--- config.mk ---
export PLATFORM = sky130hd
export DESIGN_NAME = ts_pkt_rr_arbiter_flat
export DESIGN_NICKNAME = d
export VERILOG_FILES = /design/src/rtl/ts_pkt_rr_arbiter_if.sv /design/src/rtl/ts_pkt_rr_arbiter.sv /design/src/flat_wrapper.sv
export SDC_FILE = /design/constraint.sdc
export NUM_CORES = 1
export LEC_CHECK = 0
export CORE_MARGIN = 5
export CORE_UTILIZATION = 43
export DETAILED_ROUTE_END_ITERATION = 7
export PLACE_DENSITY = 0.87
export SLEW_MARGIN = 25
export SYNTH_ARGS = -nofsm -noshare
export SYNTH_HDL_FRONTEND = slang
export SYNTH_SLANG_ARGS = --single-unit
--- constraint.sdc ---
create_clock -name clk -period 5.6 [get_ports clk]
set_input_delay 1.12 -clock clk [delete_from_list [all_inputs] [get_ports clk]]
set_output_delay 1.12 -clock clk [all_outputs]
set_load 0.02 [all_outputs]
--- src/rtl/ts_pkt_rr_arbiter_if.sv ---
// Bus bundle between TS sources, the packet arbiter and the downstream checkers.
interface ts_pkt_rr_arbiter_if #(
   parameter int unsigned N = 4
);
   logic [N-1:0]    port_en;
   logic [N-1:0]    req;
   logic [N-1:0]    gnt;
   logic [2:0]      gnt_id;
   logic [N*32-1:0] ts_din;
   logic [N-1:0]    ts_din_en;
   logic [31:0]     ts_dout;
   logic            ts_dout_en;
   logic            sync_err;
   logic            len_err;
   logic            timeout_err;

   // Arbiter side
   modport slave (
      input  port_en, req, ts_din, ts_din_en,
      output gnt, gnt_id, ts_dout, ts_dout_en, sync_err, len_err, timeout_err
   );

   // Source / environment side
   modport master (
      output port_en, req, ts_din, ts_din_en,
      input  gnt, gnt_id, ts_dout, ts_dout_en, sync_err, len_err, timeout_err
   );
endinterface

--- src/rtl/ts_pkt_rr_arbiter.sv ---
// Round-robin TS packet arbiter: grants whole 47-word packets from N sources onto
// one registered word stream, checking sync byte, length, start timeout and gap.
module ts_pkt_rr_arbiter #(
   parameter int unsigned N          = 4,
   parameter int unsigned PKT_WORDS  = 47,
   parameter int unsigned TIMEOUT    = 16,
   parameter int unsigned GAP_CYCLES = 1
) (
   input logic                clk,
   input logic                rst,
   ts_pkt_rr_arbiter_if.slave bus
);

   localparam int unsigned CNT_W = $clog2(PKT_WORDS + 1);
   localparam int unsigned TMO_W = $clog2(TIMEOUT + 1);
   localparam int unsigned GAP_W = $clog2(GAP_CYCLES + 1);

   typedef enum logic [2:0] {IDLE, WAIT, XFER, DROP, GAP} state_t;

   state_t           state;
   logic [2:0]       ptr;
   logic [CNT_W-1:0] cnt;
   logic [TMO_W-1:0] tmo_cnt;
   logic [GAP_W-1:0] gap_cnt;

   logic [N-1:0]     cand;
   logic [N-1:0]     cand_sh;
   logic             found;
   logic [2:0]       win;
   logic             cur_en;
   logic [31:0]      cur_word;
   logic [N-1:0]     onehot_base;

   assign cand        = bus.req & bus.port_en;
   assign onehot_base = {{(N-1){1'b0}}, 1'b1};

   // Round-robin search starting one past the last winner, wrapping modulo N.
   always_comb begin
      int unsigned idx;
      found   = 1'b0;
      win     = '0;
      idx     = 0;
      cand_sh = '0;
      for (int unsigned i = 1; i <= N; i++) begin
         idx     = (32'(ptr) + i) % N;
         cand_sh = cand >> idx;
         if (!found && cand_sh[0]) begin
            found = 1'b1;
            win   = 3'(idx);
         end
      end
   end

   // Mux out the granted source's enable and word; other sources are ignored.
   always_comb begin
      cur_en   = 1'b0;
      cur_word = '0;
      for (int unsigned k = 0; k < N; k++) begin
         if (3'(k) == bus.gnt_id) begin
            cur_en   = bus.ts_din_en[k];
            cur_word = bus.ts_din[32*k +: 32];
         end
      end
   end

   // Packet FSM with registered grant, datapath and error pulses.
   always_ff @(posedge clk or posedge rst) begin
      if (rst) begin
         state           <= IDLE;
         ptr             <= 3'(N - 1);
         cnt             <= '0;
         tmo_cnt         <= '0;
         gap_cnt         <= '0;
         bus.gnt         <= '0;
         bus.gnt_id      <= '0;
         bus.ts_dout     <= '0;
         bus.ts_dout_en  <= 1'b0;
         bus.sync_err    <= 1'b0;
         bus.len_err     <= 1'b0;
         bus.timeout_err <= 1'b0;
      end else begin
         bus.ts_dout_en  <= 1'b0;
         bus.sync_err    <= 1'b0;
         bus.len_err     <= 1'b0;
         bus.timeout_err <= 1'b0;
         unique case (state)
            IDLE: begin
               if (found) begin
                  bus.gnt    <= onehot_base << win;
                  bus.gnt_id <= win;
                  ptr        <= win;
                  tmo_cnt    <= '0;
                  state      <= WAIT;
               end
            end
            WAIT: begin
               if (cur_en) begin
                  if (cur_word[31:24] == 8'h47) begin
                     bus.ts_dout    <= cur_word;
                     bus.ts_dout_en <= 1'b1;
                     cnt            <= CNT_W'(1);
                     state          <= XFER;
                  end else begin
                     bus.sync_err <= 1'b1;
                     state        <= DROP;
                  end
               end else if (tmo_cnt == TMO_W'(TIMEOUT - 1)) begin
                  bus.timeout_err <= 1'b1;
                  bus.gnt         <= '0;
                  gap_cnt         <= '0;
                  state           <= GAP;
               end else begin
                  tmo_cnt <= tmo_cnt + 1'b1;
               end
            end
            XFER: begin
               if (cnt == CNT_W'(PKT_WORDS)) begin
                  // Packet complete; a word still arriving now is overlong and dropped.
                  bus.len_err <= cur_en;
                  bus.gnt     <= '0;
                  gap_cnt     <= '0;
                  state       <= GAP;
               end else if (cur_en) begin
                  bus.ts_dout    <= cur_word;
                  bus.ts_dout_en <= 1'b1;
                  cnt            <= cnt + 1'b1;
               end else begin
                  bus.len_err <= 1'b1;
                  bus.gnt     <= '0;
                  gap_cnt     <= '0;
                  state       <= GAP;
               end
            end
            DROP: begin
               if (!cur_en) begin
                  bus.gnt <= '0;
                  gap_cnt <= '0;
                  state   <= GAP;
               end
            end
            GAP: begin
               // The last gap cycle doubles as an arbitration cycle.
               if (gap_cnt == GAP_W'(GAP_CYCLES - 1)) begin
                  if (found) begin
                     bus.gnt    <= onehot_base << win;
                     bus.gnt_id <= win;
                     ptr        <= win;
                     tmo_cnt    <= '0;
                     state      <= WAIT;
                  end else begin
                     state <= IDLE;
                  end
               end else begin
                  gap_cnt <= gap_cnt + 1'b1;
               end
            end
            default: state <= IDLE;
         endcase
      end
   end

endmodule

--- src/flat_wrapper.sv ---
// flat-port wrapper written by rule: the top's interface ports become plain ports
module ts_pkt_rr_arbiter_flat 
#(
   parameter int unsigned N          = 4,
   parameter int unsigned PKT_WORDS  = 47,
   parameter int unsigned TIMEOUT    = 16,
   parameter int unsigned GAP_CYCLES = 1
)
  (clk, rst, bus_port_en, bus_req, bus_ts_din, bus_ts_din_en, bus_gnt, bus_gnt_id, bus_ts_dout, bus_ts_dout_en, bus_sync_err, bus_len_err, bus_timeout_err);
  ts_pkt_rr_arbiter_if #(.N(N)) bus_i ();
  input logic clk;
  input logic rst;
  input wire logic [$bits(bus_i.port_en)-1:0] bus_port_en;
  input wire logic [$bits(bus_i.req)-1:0] bus_req;
  input wire logic [$bits(bus_i.ts_din)-1:0] bus_ts_din;
  input wire logic [$bits(bus_i.ts_din_en)-1:0] bus_ts_din_en;
  output wire logic [$bits(bus_i.gnt)-1:0] bus_gnt;
  output wire logic [$bits(bus_i.gnt_id)-1:0] bus_gnt_id;
  output wire logic [$bits(bus_i.ts_dout)-1:0] bus_ts_dout;
  output wire logic [$bits(bus_i.ts_dout_en)-1:0] bus_ts_dout_en;
  output wire logic [$bits(bus_i.sync_err)-1:0] bus_sync_err;
  output wire logic [$bits(bus_i.len_err)-1:0] bus_len_err;
  output wire logic [$bits(bus_i.timeout_err)-1:0] bus_timeout_err;
  assign bus_i.port_en = bus_port_en;
  assign bus_i.req = bus_req;
  assign bus_i.ts_din = bus_ts_din;
  assign bus_i.ts_din_en = bus_ts_din_en;
  assign bus_gnt = bus_i.gnt;
  assign bus_gnt_id = bus_i.gnt_id;
  assign bus_ts_dout = bus_i.ts_dout;
  assign bus_ts_dout_en = bus_i.ts_dout_en;
  assign bus_sync_err = bus_i.sync_err;
  assign bus_len_err = bus_i.len_err;
  assign bus_timeout_err = bus_i.timeout_err;
  ts_pkt_rr_arbiter #(.N(N), .PKT_WORDS(PKT_WORDS), .TIMEOUT(TIMEOUT), .GAP_CYCLES(GAP_CYCLES)) u_core (.clk(clk), .rst(rst), .bus(bus_i));
endmodule
==> summary.md, run 1 <==
| Metric | Value |
|---|---|
| Status | finished clean |
| Peak Freq | about 270 MHz |
| Peak VDD IR | 0.276 mV |
| Worst setup SP type | input pin |
| Crit path max-delay family | simple AND/OR/NAND/NOR gates |
| WL met3 | 649 um |
| Resized Gates After CTS | 0 |
| Post-DP HPWL | 9050 um |
| Internal reg-to-reg setup slack | 1.91 ns |
| Crit path required time | 5.80 ns |
| Worst-path maximum fanout | 29 |
| Worst rel slew slack | 0.391 |
| Main synth FF type | dfrtp_1 |
| Layout cells sized above 1 | 0.208 |
| Post-synthesis sequential area ratio | 0.432 |
| Distinct cell type count after synthesis | 46 |
| EDFF count, synth | 0 |
| Mapped Cells | about 260 |
| DP Cell Count | 533 |
| First-pass GRT wire length | approximately 17000 um |
| Area Growth Syn to Fin | 61.0% |
| Crit path time final | around 3.7 ns |
| Stages on the worst setup path | 6 |
| Met2 wire len | 5820 um |
| Worst Clk Skew | 0.00875 ns |
| I/O pins | 185 |
| Gpl congestion | just under 0.9 |
| Mapped cell area | ~0.0034 mm^2 |
| Reg clk slew, reported paths | 0.07 ns |
| Post-synth ARST share | 1.00 |
| Hold buffers post-CTS | 0 |
| Die H | ~99 um |
| Vias in the first global route | between 3000 and 4000 |
| All-Layer GR Usage | 0.225 |
| Reg2Reg Depth | 6 |
| Iteration-0 DRC Markers | 140 |
| PortBufs | 183 |
| Worst-Margin Slew | around 0.9 ns |
| Drt wl/cell | 20.1 um |
| CP endpoint | u_core.bus.ts_dout[12] |
| Critical Path, Cell by Cell | clkdlybuf4s50_1 -> mux4_2 -> or4b_1 -> nor3_2 -> nor2_4 -> mux2_2 |
| Final WL | 11000 um |
| Setup TNS | 0 ns |
| Crit-path slowest cell | nor3_2 |
| Core Util, Final | 0.714 |
| Non-filler instance count after layout | 549 |
| Root buf cell | clkbuf_8 |
| Pin count of the biggest net entering global routing | 60 |
| CTS tree | done |
| Die W | ~100 um |
| WP buf/inv | 1 |
| Met1 WL | roughly 4000 um |
| Initial antenna violation count | 0 |
| Critical path launch point | bus_ts_din[125] |
| Fin crit share | 0.662 |
| Hold Path Class | reg2reg |
| Fin Hold WS | 0.499 ns |
| Initial Utilization | 0.443 |
| Crit path DAT | 3.91 ns |
| Clk Latency, worst-skew pair | roughly 0.33 ns |
| Core Area | roughly 0.0077 mm^2 |
| Setup CP Type | in2reg |
| Setup crit end kind | flop |
| Post-CTS Setup Bufs | 0 |
| RR Endpoint | u_core.bus.ts_dout[12] |
| CTS max path bufs | 2 |
| Reg-to-reg startpoint | u_core.bus.gnt_id[0] |
| Gr ovfl total | 0 |
| Via count | 2999 |
| Yosys warns | 0 |
| RSZ-0062 raised after global routing | false |
| Clock sink count | slightly below 60 |
| Power density over the cells | 457 mW/mm^2 |
| Avg Synthesized Cell Area | 13.0 um^2 |
| CTS H-tree depth | 3 |
| Core Rows | 32 |
| Ant diodes | 0 |
| # nets final | 588 |
| FF+latch count, synth | 59 |
| Max layer used | met4 |
| Syn Nets | 409 |
| Endpoints failing hold | 0 |
| CTS buffer count | 9 |
| MaxCap Viol Count | 0 |
| Slew Limit Fails | 0 |
| ANT nets after route | 0 |
| Endpoints failing setup | 0 |
| DRC viols | 0 |
| Die area | 0.00985 mm^2 |
| Pleak | 0.00227 uW |
| # fillers | 500 |
| Slowest stage delay, CP | 0.58 ns |
| Drt first pass iters | 4 |
| Vias per std cell | 5.46 |
==> cells in the final DEF, fill, tap and decap left out, types with 2 or more instances in the layout <==
cell type / n
a211o_1: 2
a21o_1: 2
a21oi_1: 6
a22o_1: 6
and2_1: 3
and3_1: 2
buf_4: 3
clkbuf_8: 10
clkdlybuf4s50_1: 183
clkinv_2: 3
dfrtp_1: 56
dfstp_2: 2
ha_1: 4
inv_1: 6
mux2_2: 22
mux2_4: 9
mux4_2: 33
nand2_1: 25
nand3_1: 4
nand4_1: 3
nor2_1: 12
nor3_1: 2
nor3b_1: 2
o211ai_1: 2
o21ai_0: 10
o2bb2ai_1: 2
or2_2: 3
or3_1: 4
xor2_1: 4
==> per-stage QoR <==
stage | cell area (um^2) | power [uW] | worst slack, ns
after floorplan | 3430 | 1600 | 2.52
after CTS | 5510 | 2540 | 1.86
after detailed placement | 5320 | 2150 | 1.53
after global placement | 5320 | 2110 | 1.65
after global routing | 5510 | 2670 | 1.62
final | 5510 | 2520 | 1.89
==> worst min path at each step <==
stage | startpoint | end | slack [ns] | cells after the start
floorplan | u_core.ptr[1] | u_core.ptr[1] | 0.47 | 2
global placement | u_core.bus.gnt[2] | u_core.bus.gnt[2] | 0.48 | 1
detailed placement | u_core.ptr[1] | u_core.ptr[1] | 0.49 | 2
CTS | u_core.ptr[1] | u_core.ptr[1] | 0.50 | 2
global route | u_core.ptr[1] | u_core.ptr[1] | 0.51 | 2
finish | u_core.ptr[1] | u_core.ptr[1] | 0.50 | 2
==> worst register-to-register path, delay by kind of cell (launching register included) <==
family	cells	cell delay, ns
muxes	2	0.99
and+or+nand+nor	3	1.45
buffers and inverters	1	0.44
DFF	1	0.69
==> cells by family after synthesis <==
family,Yosys count,synth area share
buffers and inverters,25,0.0358
AOI/OAI and AO/OA,38,0.0782
muxes,65,0.332
other,1,0.00109
adders and majority gates,4,0.0146
and+or+nand+nor,67,0.0968
xor gates and xnor gates,4,0.0102
DFF,59,0.432
==> metal layers <==
metal | track usage | vias to the layer above
li1 | - | 1359
met1 | 0.244 | 1474
met2 | 0.405 | 134
met3 | 0.0512 | 32
met4 | 0.124 | 0
met5 | 0 | -
==> power breakdown <==
group | internal [uW] | total, uW | switching, uW
combinational | 761 | 1360 | 598
sequential | 608 | 781 | 174
clock | 215 | 382 | 167
==> flip-flops by register name, summed over array words and instances (netlist names) <==
register and cells:
u_core.bus.ts_dout_en 1, u_core.bus.timeout_err 1, u_core.bus.gnt_id 2, u_core.gap_cnt 1, u_core.cnt 6, u_core.bus.ts_dout 32
u_core.state 3, u_core.tmo_cnt 5, u_core.bus.len_err 1, u_core.ptr 2, u_core.bus.sync_err 1, u_core.bus.gnt 4
==> cell usage after synthesis (3+ instances only) <==
| cell type | instances | area, um^2 |
|---|---|---|
| dfrtp_1 | 57 | 1430 |
| nand2_1 | 25 | 93.8 |
| mux2_2 | 22 | 248 |
| or3_1 | 4 | 25.0 |
| or2_2 | 3 | 18.8 |
| a21oi_1 | 6 | 30.0 |
| nor2_1 | 13 | 48.8 |
| xor2_1 | 4 | 35.0 |
| buf_6 | 3 | 33.8 |
| mux4_2 | 33 | 743 |
| nand4_1 | 3 | 18.8 |
| and2_1 | 3 | 18.8 |
| ha_1 | 4 | 50.1 |
| inv_1 | 7 | 26.3 |
| o21ai_0 | 10 | 50.1 |
| nand3_1 | 4 | 20.0 |
| a22o_1 | 6 | 52.6 |
| mux2_4 | 9 | 135 |
| clkbuf_1 | 10 | 37.5 |
==> final cells by class <==
class | instances | area (um^2) | area share
clock buffer | 11 | 141 | 0.0256
clock inverter | 5 | 52.6 | 0.00953
sequential | 59 | 1480 | 0.268
tap | 102 | 128 | 0.0231
multi-input combinational | 179 | 1830 | 0.332
inverter | 7 | 26.3 | 0.00477
timing repair buffer | 186 | 1850 | 0.336
(Power assumes the default switching activity.)
==> run 2: changes to the inputs <==
CORE_UTILIZATION = 40   (was 43)
PLACE_DENSITY = 0.82   (was 0.87)
clock period = 3.8 ns   (was 5.6 ns; I/O delays follow)
==> run 2 against run 1 <==
Net effect:
- first-iteration DRC count is 36% lower
- power rose by 51%
- final cell count up 1.1%
- sequential share of layout area is 0.35 points lower
- cell area is 1.3% higher
- largest cell class unchanged
- largest power group unchanged
==> summary.md, run 2 (synthesized netlist as in run 1, its figures left out) <==
| Metric | Value |
|---|---|
| Post-DP HPWL | 9160 um (+1.2%) |
| Iteration-0 DRC Markers | 89 (-36%) |
| Die W | 103 um (+3.3%) |
| All-Layer GR Usage | 0.212 (-0.0131) |
| CTS tree | done |
| CTS H-tree depth | 3 (unchanged) |
| Die area | 0.0105 mm^2 (+6.7%) |
| Power share of the clock group | 0.167 (+0.015) |
| Endpoints failing hold | 0 (unchanged) |
| Initial Utilization | 0.413 (-0.0305) |
| Clock sink count | 59 (unchanged) |
| Post-CTS Setup Bufs | 0 (unchanged) |
| Peak Freq | about 340 MHz |
| Commonest non-fill, non-tap cell in the layout | clkdlybuf4s50_1 |
| Worst Clk Skew | 0.00901 ns (+0.000257 ns) |
| RSZ-0062 raised after global routing | false |
| Pleak | 0.00230 uW (+1.5%) |
| Via count | 2936 (-2.1%) |
| I/O pins | 185 (unchanged) |
| Root buf cell | clkbuf_8 |
| Peak VDD IR | 0.354 mV (+28%) |
| Gr ovfl total | 0 (unchanged) |
| Ant diodes | 0 (unchanged) |
| RR Endpoint | u_core.bus.ts_dout[15] |
| Clk Latency, worst-skew pair | 0.34 ns (about the same) |
| Reg clk slew, reported paths | 0.07 ns (about the same) |
| Crit path required time | 4.02 ns (-1.78 ns) |
| Setup CP Type | in2reg |
| Power density over the cells | 681 mW/mm^2 (+49%) |
| Worst setup SP type | input pin |
| Core Rows | 33 (+3.1%) |
| Hold Path Class | reg2reg |
| Hold path depth | 2 (unchanged) |
| Setup TNS | 0 ns (unchanged) |
| Layout cells sized above 1 | 0.213 (+0.00528) |
| Min-Delay Endpoint | u_core.ptr[1] |
| Drt first pass iters | 5 (+1) |
| MaxCap Viol Count | 0 (unchanged) |
| Final Instance Area | 0.00559 mm^2 (+1.3%) |
| Initial antenna violation count | 1 (+1) |
| CTS buffer count | 9 (unchanged) |
| NetSw | 1370 uW (+46%) |
| Sw Share | 0.360 (-0.0124) |
| Power, Total | 3810 uW (+51%) |
| Hold buffers post-CTS | 0 (unchanged) |
| Pin count of the biggest net entering global routing | 34 (-43%) |
| ANT nets after route | 0 (unchanged) |
| Die H | 103 um (+3.3%) |
| Area Growth Syn to Fin | 63.1% |
| First-pass GRT wire length | 16700 um (-2.3%) |
| Core Area | 0.00830 mm^2 (+7.4%) |
| Worst-Margin Slew | 0.926 ns (+0.0147 ns) |
| Largest Register | u_core.bus.ts_dout |
| Sequential share of power | 0.296 (-0.014) |
| Drt wl/cell | 19.4 um (-3.1%) |
| Internal reg-to-reg setup slack | 0.85 ns (-1.06 ns) |
| Final WL | 10800 um (-2.0%) |
| CTS max path bufs | 2 (unchanged) |
| # nets final | 591 (+0.51%) |
| Status | finished clean |
| Commonest non-fill, non-tap cells in the layout | clkdlybuf4s50_1, dfrtp_1, mux4_2 |
| DRC viols | 0 (unchanged) |
| DP Cell Count | 539 (+1.1%) |
| Vias per std cell | 5.29 (-3.2%) |
| Reg2Reg Depth | 4 (-2) |
| Setup crit end kind | flop |
| Crit path time final | 2.98 ns |
| Cell internal pwr | 2440 uW (+54%) |
| Combinational share of power | 0.537 (-0.002) |
| Vias in the first global route | 3289 (-4.6%) |
| Gpl congestion | 0.828 (-5.4%) |
| Reg-to-reg startpoint | u_core.bus.gnt_id[0] |
| Fin crit share | 0.785 |
| Resized Gates After CTS | 0 (unchanged) |
| Endpoints failing setup | 0 (unchanged) |
| Regs by FF count | u_core.bus.ts_dout: 32 flops, u_core.cnt: 6 flops, u_core.tmo_cnt: 5 flops |
| Worst-path maximum fanout | 29 (unchanged) |
| Hold Startpoint | u_core.ptr[1] |
| Placed Area | 0.00536 mm^2 (+0.73%) |
| Crit path DAT | 3.21 ns (-0.70 ns) |
| PortBufs | 183 (unchanged) |
| Non-filler instance count after layout | 555 (+1.1%) |
| Fin Hold WS | 0.497 ns (-0.00149 ns) |
| Slew Limit Fails | 0 (unchanged) |
| Max reg flops | 32 (unchanged) |
| Worst rel slew slack | 0.381 (-0.00984) |
-- run 2: worst max path at each step --
stage / startpoint / end / slack (ns)
finish: bus_ts_din_en[3] / u_core.bus.ts_dout[15] / 0.82
global route: u_core.bus.gnt_id[0] / u_core.bus.ts_dout[15] / 0.66
CTS: bus_ts_din_en[3] / u_core.bus.ts_dout[15] / 0.81
floorplan: bus_ts_din[123] / u_core.bus.ts_dout[0] / 1.08
detailed placement: bus_ts_din_en[3] / u_core.bus.ts_dout[19] / 0.45
global placement: bus_ts_din_en[3] / u_core.bus.ts_dout[20] / 0.53
-- run 2: routing by layer --
layer / share of wire / vias up / GRT usage
met5: 0.0011 / - / 0
met3: 0.076 / 22 / 0.0765
met2: 0.53 / 109 / 0.365
li1: - / 1364 / -
met1: 0.37 / 1439 / 0.245
met4: 0.020 / 2 / 0.0737
-- run 2: stage by stage --
stage	util	worst slack, ns
finish	0.673	0.816
global route	0.673	0.659
CTS	0.673	0.809
detailed placement	0.646	0.452
global placement	0.646	0.530
floorplan	-	1.08
-- run 2: worst max-delay path, cell delays in order --
cell	delay, ns
clkdlybuf4s50_1	0.39
mux4_2	0.57
o311a_1	0.29
nor2_4	0.76
mux2_2	0.42
-- run 2: layout make-up --
class,count,area (um^2)
inverter,7,26.3
multi-input combinational,179,1830
clock buffer,12,155
fill,640,2710
tap,105,131
clock inverter,4,72.6
timing repair buffer,189,1890
sequential,59,1480
-- run 2: power groups by stage --
stage                     clock [uW]  combinational, uW  sequential (uW)
after global routing             680               2190             1170
after CTS                        646               2070             1130
after detailed placement           0               2070             1130
final                            637               2040             1130
after global placement             0               2030             1120
after floorplan                    0               1070             1290
==> run 3: changes to the inputs <==
clock period = 2.9 ns   (was 3.8 ns; I/O delays follow)
==> run 3 against run 2 <==
Net effect:
- die area is the same
- count of clock-buffer cells in the layout is 2 higher
- power grew 30%
- combinational power is 35% higher
- cell area about the same
- worst setup slack lost 0.70 ns
- wire length increased by 4.1%
- critical path type is now reg2reg
- largest power group unchanged
==> summary.md, run 3 (synthesized netlist as in run 1, its figures left out) <==
| Metric | Value |
|---|---|
| Drt first pass iters | 4 (-1) |
| Ant diodes | 0 (unchanged) |
| Hold buffers post-CTS | 0 (unchanged) |
| Fin crit share | 0.961 |
| Die H | 103 um (unchanged) |
| Clock sink count | 59 (unchanged) |
| Commonest non-fill, non-tap cell in the layout | clkdlybuf4s50_1 |
| Vias in the first global route | 3232 (-1.7%) |
| DRC viols | 0 (unchanged) |
| Slew Limit Fails | 0 (unchanged) |
| Vias per std cell | 5.34 (+0.86%) |
| Pin count of the biggest net entering global routing | 32 (-5.9%) |
| Peak VDD IR | 0.407 mV (+15%) |
| DP Cell Count | 544 (+0.93%) |
| Initial antenna violation count | 2 (+1) |
| Core Area | 0.00830 mm^2 (unchanged) |
| Initial Utilization | 0.413 (unchanged) |
| Setup crit end kind | flop |
| CTS buffer count | 9 (unchanged) |
| Slowest stage delay, CP | 0.60 ns (-0.16 ns) |
| Place WS | -0.210 ns (-0.662 ns) |
| Core Util, Final | 0.673 (about the same) |
| Final WL | 11200 um (+4.1%) |
| CTS tree | done |
| Commonest non-fill, non-tap cells in the layout | clkdlybuf4s50_1, dfrtp_1, mux4_2 |
| Worst rel slew slack | 0.386 (+0.00513) |
| RSZ-0062 raised after global routing | false |
| Non-filler instance count after layout | 560 (+0.90%) |
| Drt wl/cell | 20.1 um (+3.2%) |
| Hold Path Class | reg2reg |
| Post-DP HPWL | 9320 um (+1.8%) |
| WP buf/inv | 0 (-1) |
| Area Growth Syn to Fin | 63.0% (about the same) |
| # fillers | 623 (-2.7%) |
| Layout cells sized above 1 | 0.215 (+0.00205) |
| Crit path required time | 3.11 ns (-0.91 ns) |
| Iteration-0 DRC Markers | 125 (+40%) |
| Endpoints failing setup | 0 (unchanged) |
| Final WS setup | 0.114 ns (-0.702 ns) |
| Crit path max-delay family | simple AND/OR/NAND/NOR gates |
| Regs by FF count | u_core.bus.ts_dout: 32 flops, u_core.cnt: 6 flops, u_core.tmo_cnt: 5 flops |
| Gpl congestion | 0.803 (-3.0%) |
| Via count | 2988 (+1.8%) |
| Status | finished clean |
| Worst-Margin Slew | 0.919 ns (-0.00767 ns) |
| CTS max path bufs | 2 (unchanged) |
| Clk Latency, worst-skew pair | 0.33 ns (about the same) |
| Worst Clk Skew | 0.00879 ns (-0.000212 ns) |
| All-Layer GR Usage | 0.215 (+0.00311) |
| Worst-path maximum fanout | 29 (unchanged) |
| MaxCap Viol Count | 0 (unchanged) |
| Peak Freq | 359 MHz |
| Crit path DAT | 3.00 ns (-0.21 ns) |
| Total area of sequential cells | 0.00148 mm^2 (unchanged) |
| Core Rows | 33 (unchanged) |
| ANT nets after route | 0 (unchanged) |
| Root buf cell | clkbuf_8 |
| First-pass GRT wire length | 16600 um (-0.25%) |
| Reg clk slew, reported paths | 0.06 ns (about the same) |
| Critical Path, Cell by Cell | mux4_2 -> or4b_1 -> nor3_2 -> nor2_4 -> mux2_4 |
| Crit path time final | 2.79 ns |
| # nets final | 596 (+0.85%) |
| I/O pins | 185 (unchanged) |
| PortBufs | 183 (unchanged) |
| Endpoints failing hold | 0 (unchanged) |
| Die W | 103 um (unchanged) |
| Post-CTS Setup Bufs | 0 (unchanged) |
| Largest Register | u_core.bus.ts_dout |
| Worst setup SP type | flop |
| Resized Gates After CTS | 0 (unchanged) |
| Crit-path slowest cell | dfrtp_2 |
| Area of the multi-input gates | 0.00183 mm^2 (unchanged) |
| Pleak | 0.00231 uW (+0.31%) |
| CTS H-tree depth | 3 (unchanged) |
| Max reg flops | 32 (unchanged) |
| Setup CP Type | reg2reg |
| Power density over the cells | 883 mW/mm^2 (+30%) |
| Die area | 0.0105 mm^2 (unchanged) |
| Gr ovfl total | 0 (unchanged) |
-- run 3: layout make-up --
class / count / share of cell area
repair buffers: 194 / 0.345
inverters: 7 / 0.00471
multi-input cells: 179 / 0.328
clock inverters: 2 / 0.00627
flip-flops and latches: 59 / 0.265
well taps: 105 / 0.0235
clock buffers: 14 / 0.0273
-- run 3: path summary, 6_finish.rpt --
| check | startpoint | endpoint | slack, ns | cells after the start |
|---|---|---|---|---|
| max in group asynchronous | rst | u_core.ptr[0] | 1.59 | 3 |
| hold reg to reg | u_core.bus.ts_dout[30] | u_core.bus.ts_dout[30] | 0.50 | 1 |
| min in group asynchronous | rst | u_core.bus.ts_dout[19] | 0.64 | 2 |
| setup reg to reg | u_core.bus.gnt_id[0] | u_core.bus.ts_dout[3] | 0.11 | 5 |
| hold / removal | u_core.bus.ts_dout[30] | u_core.bus.ts_dout[30] | 0.50 | 1 |
| setup / recovery | u_core.bus.gnt_id[0] | u_core.bus.ts_dout[3] | 0.11 | 5 |
-- run 3: worst register-to-register path, cell delays in order, from the launching register on --
cell     delay, ns
dfrtp_2       0.60
mux4_2        0.61
or4b_1        0.57
nor3_2        0.30
nor2_4        0.23
mux2_4        0.36
-- run 3: report_power, final --
group          internal, uW  switching (uW)  leakage (uW)
clock network           421             307     0.0000947
logic                  1520            1220       0.00147
registers              1170             280      0.000742
total                  3120            1810       0.00231
-- run 3: layer usage --
| metal | global-route usage | vias up | routed length [um] |
|---|---|---|---|
| met4 | 0.0767 | 4 | 278 |
| met3 | 0.0582 | 22 | 820 |
| li1 | - | 1372 | - |
| met2 | 0.379 | 140 | 6060 |
| met1 | 0.252 | 1450 | 4050 |
| met5 | 0 | - | 21 |
-- run 3: stage by stage --
step           total power, uW  hold WS, ns  setup TNS, ns  area [um^2]
4_1_cts                   4980        0.507              0         5580
3_3_place_gp              4160        0.483          -3.33         5400
6_report                  4930        0.505              0         5580
3_5_place_dp              4230        0.492          -5.35         5400
5_1_grt                   5220        0.527              0         5580
2_1_floorplan             3090        0.468              0         3430
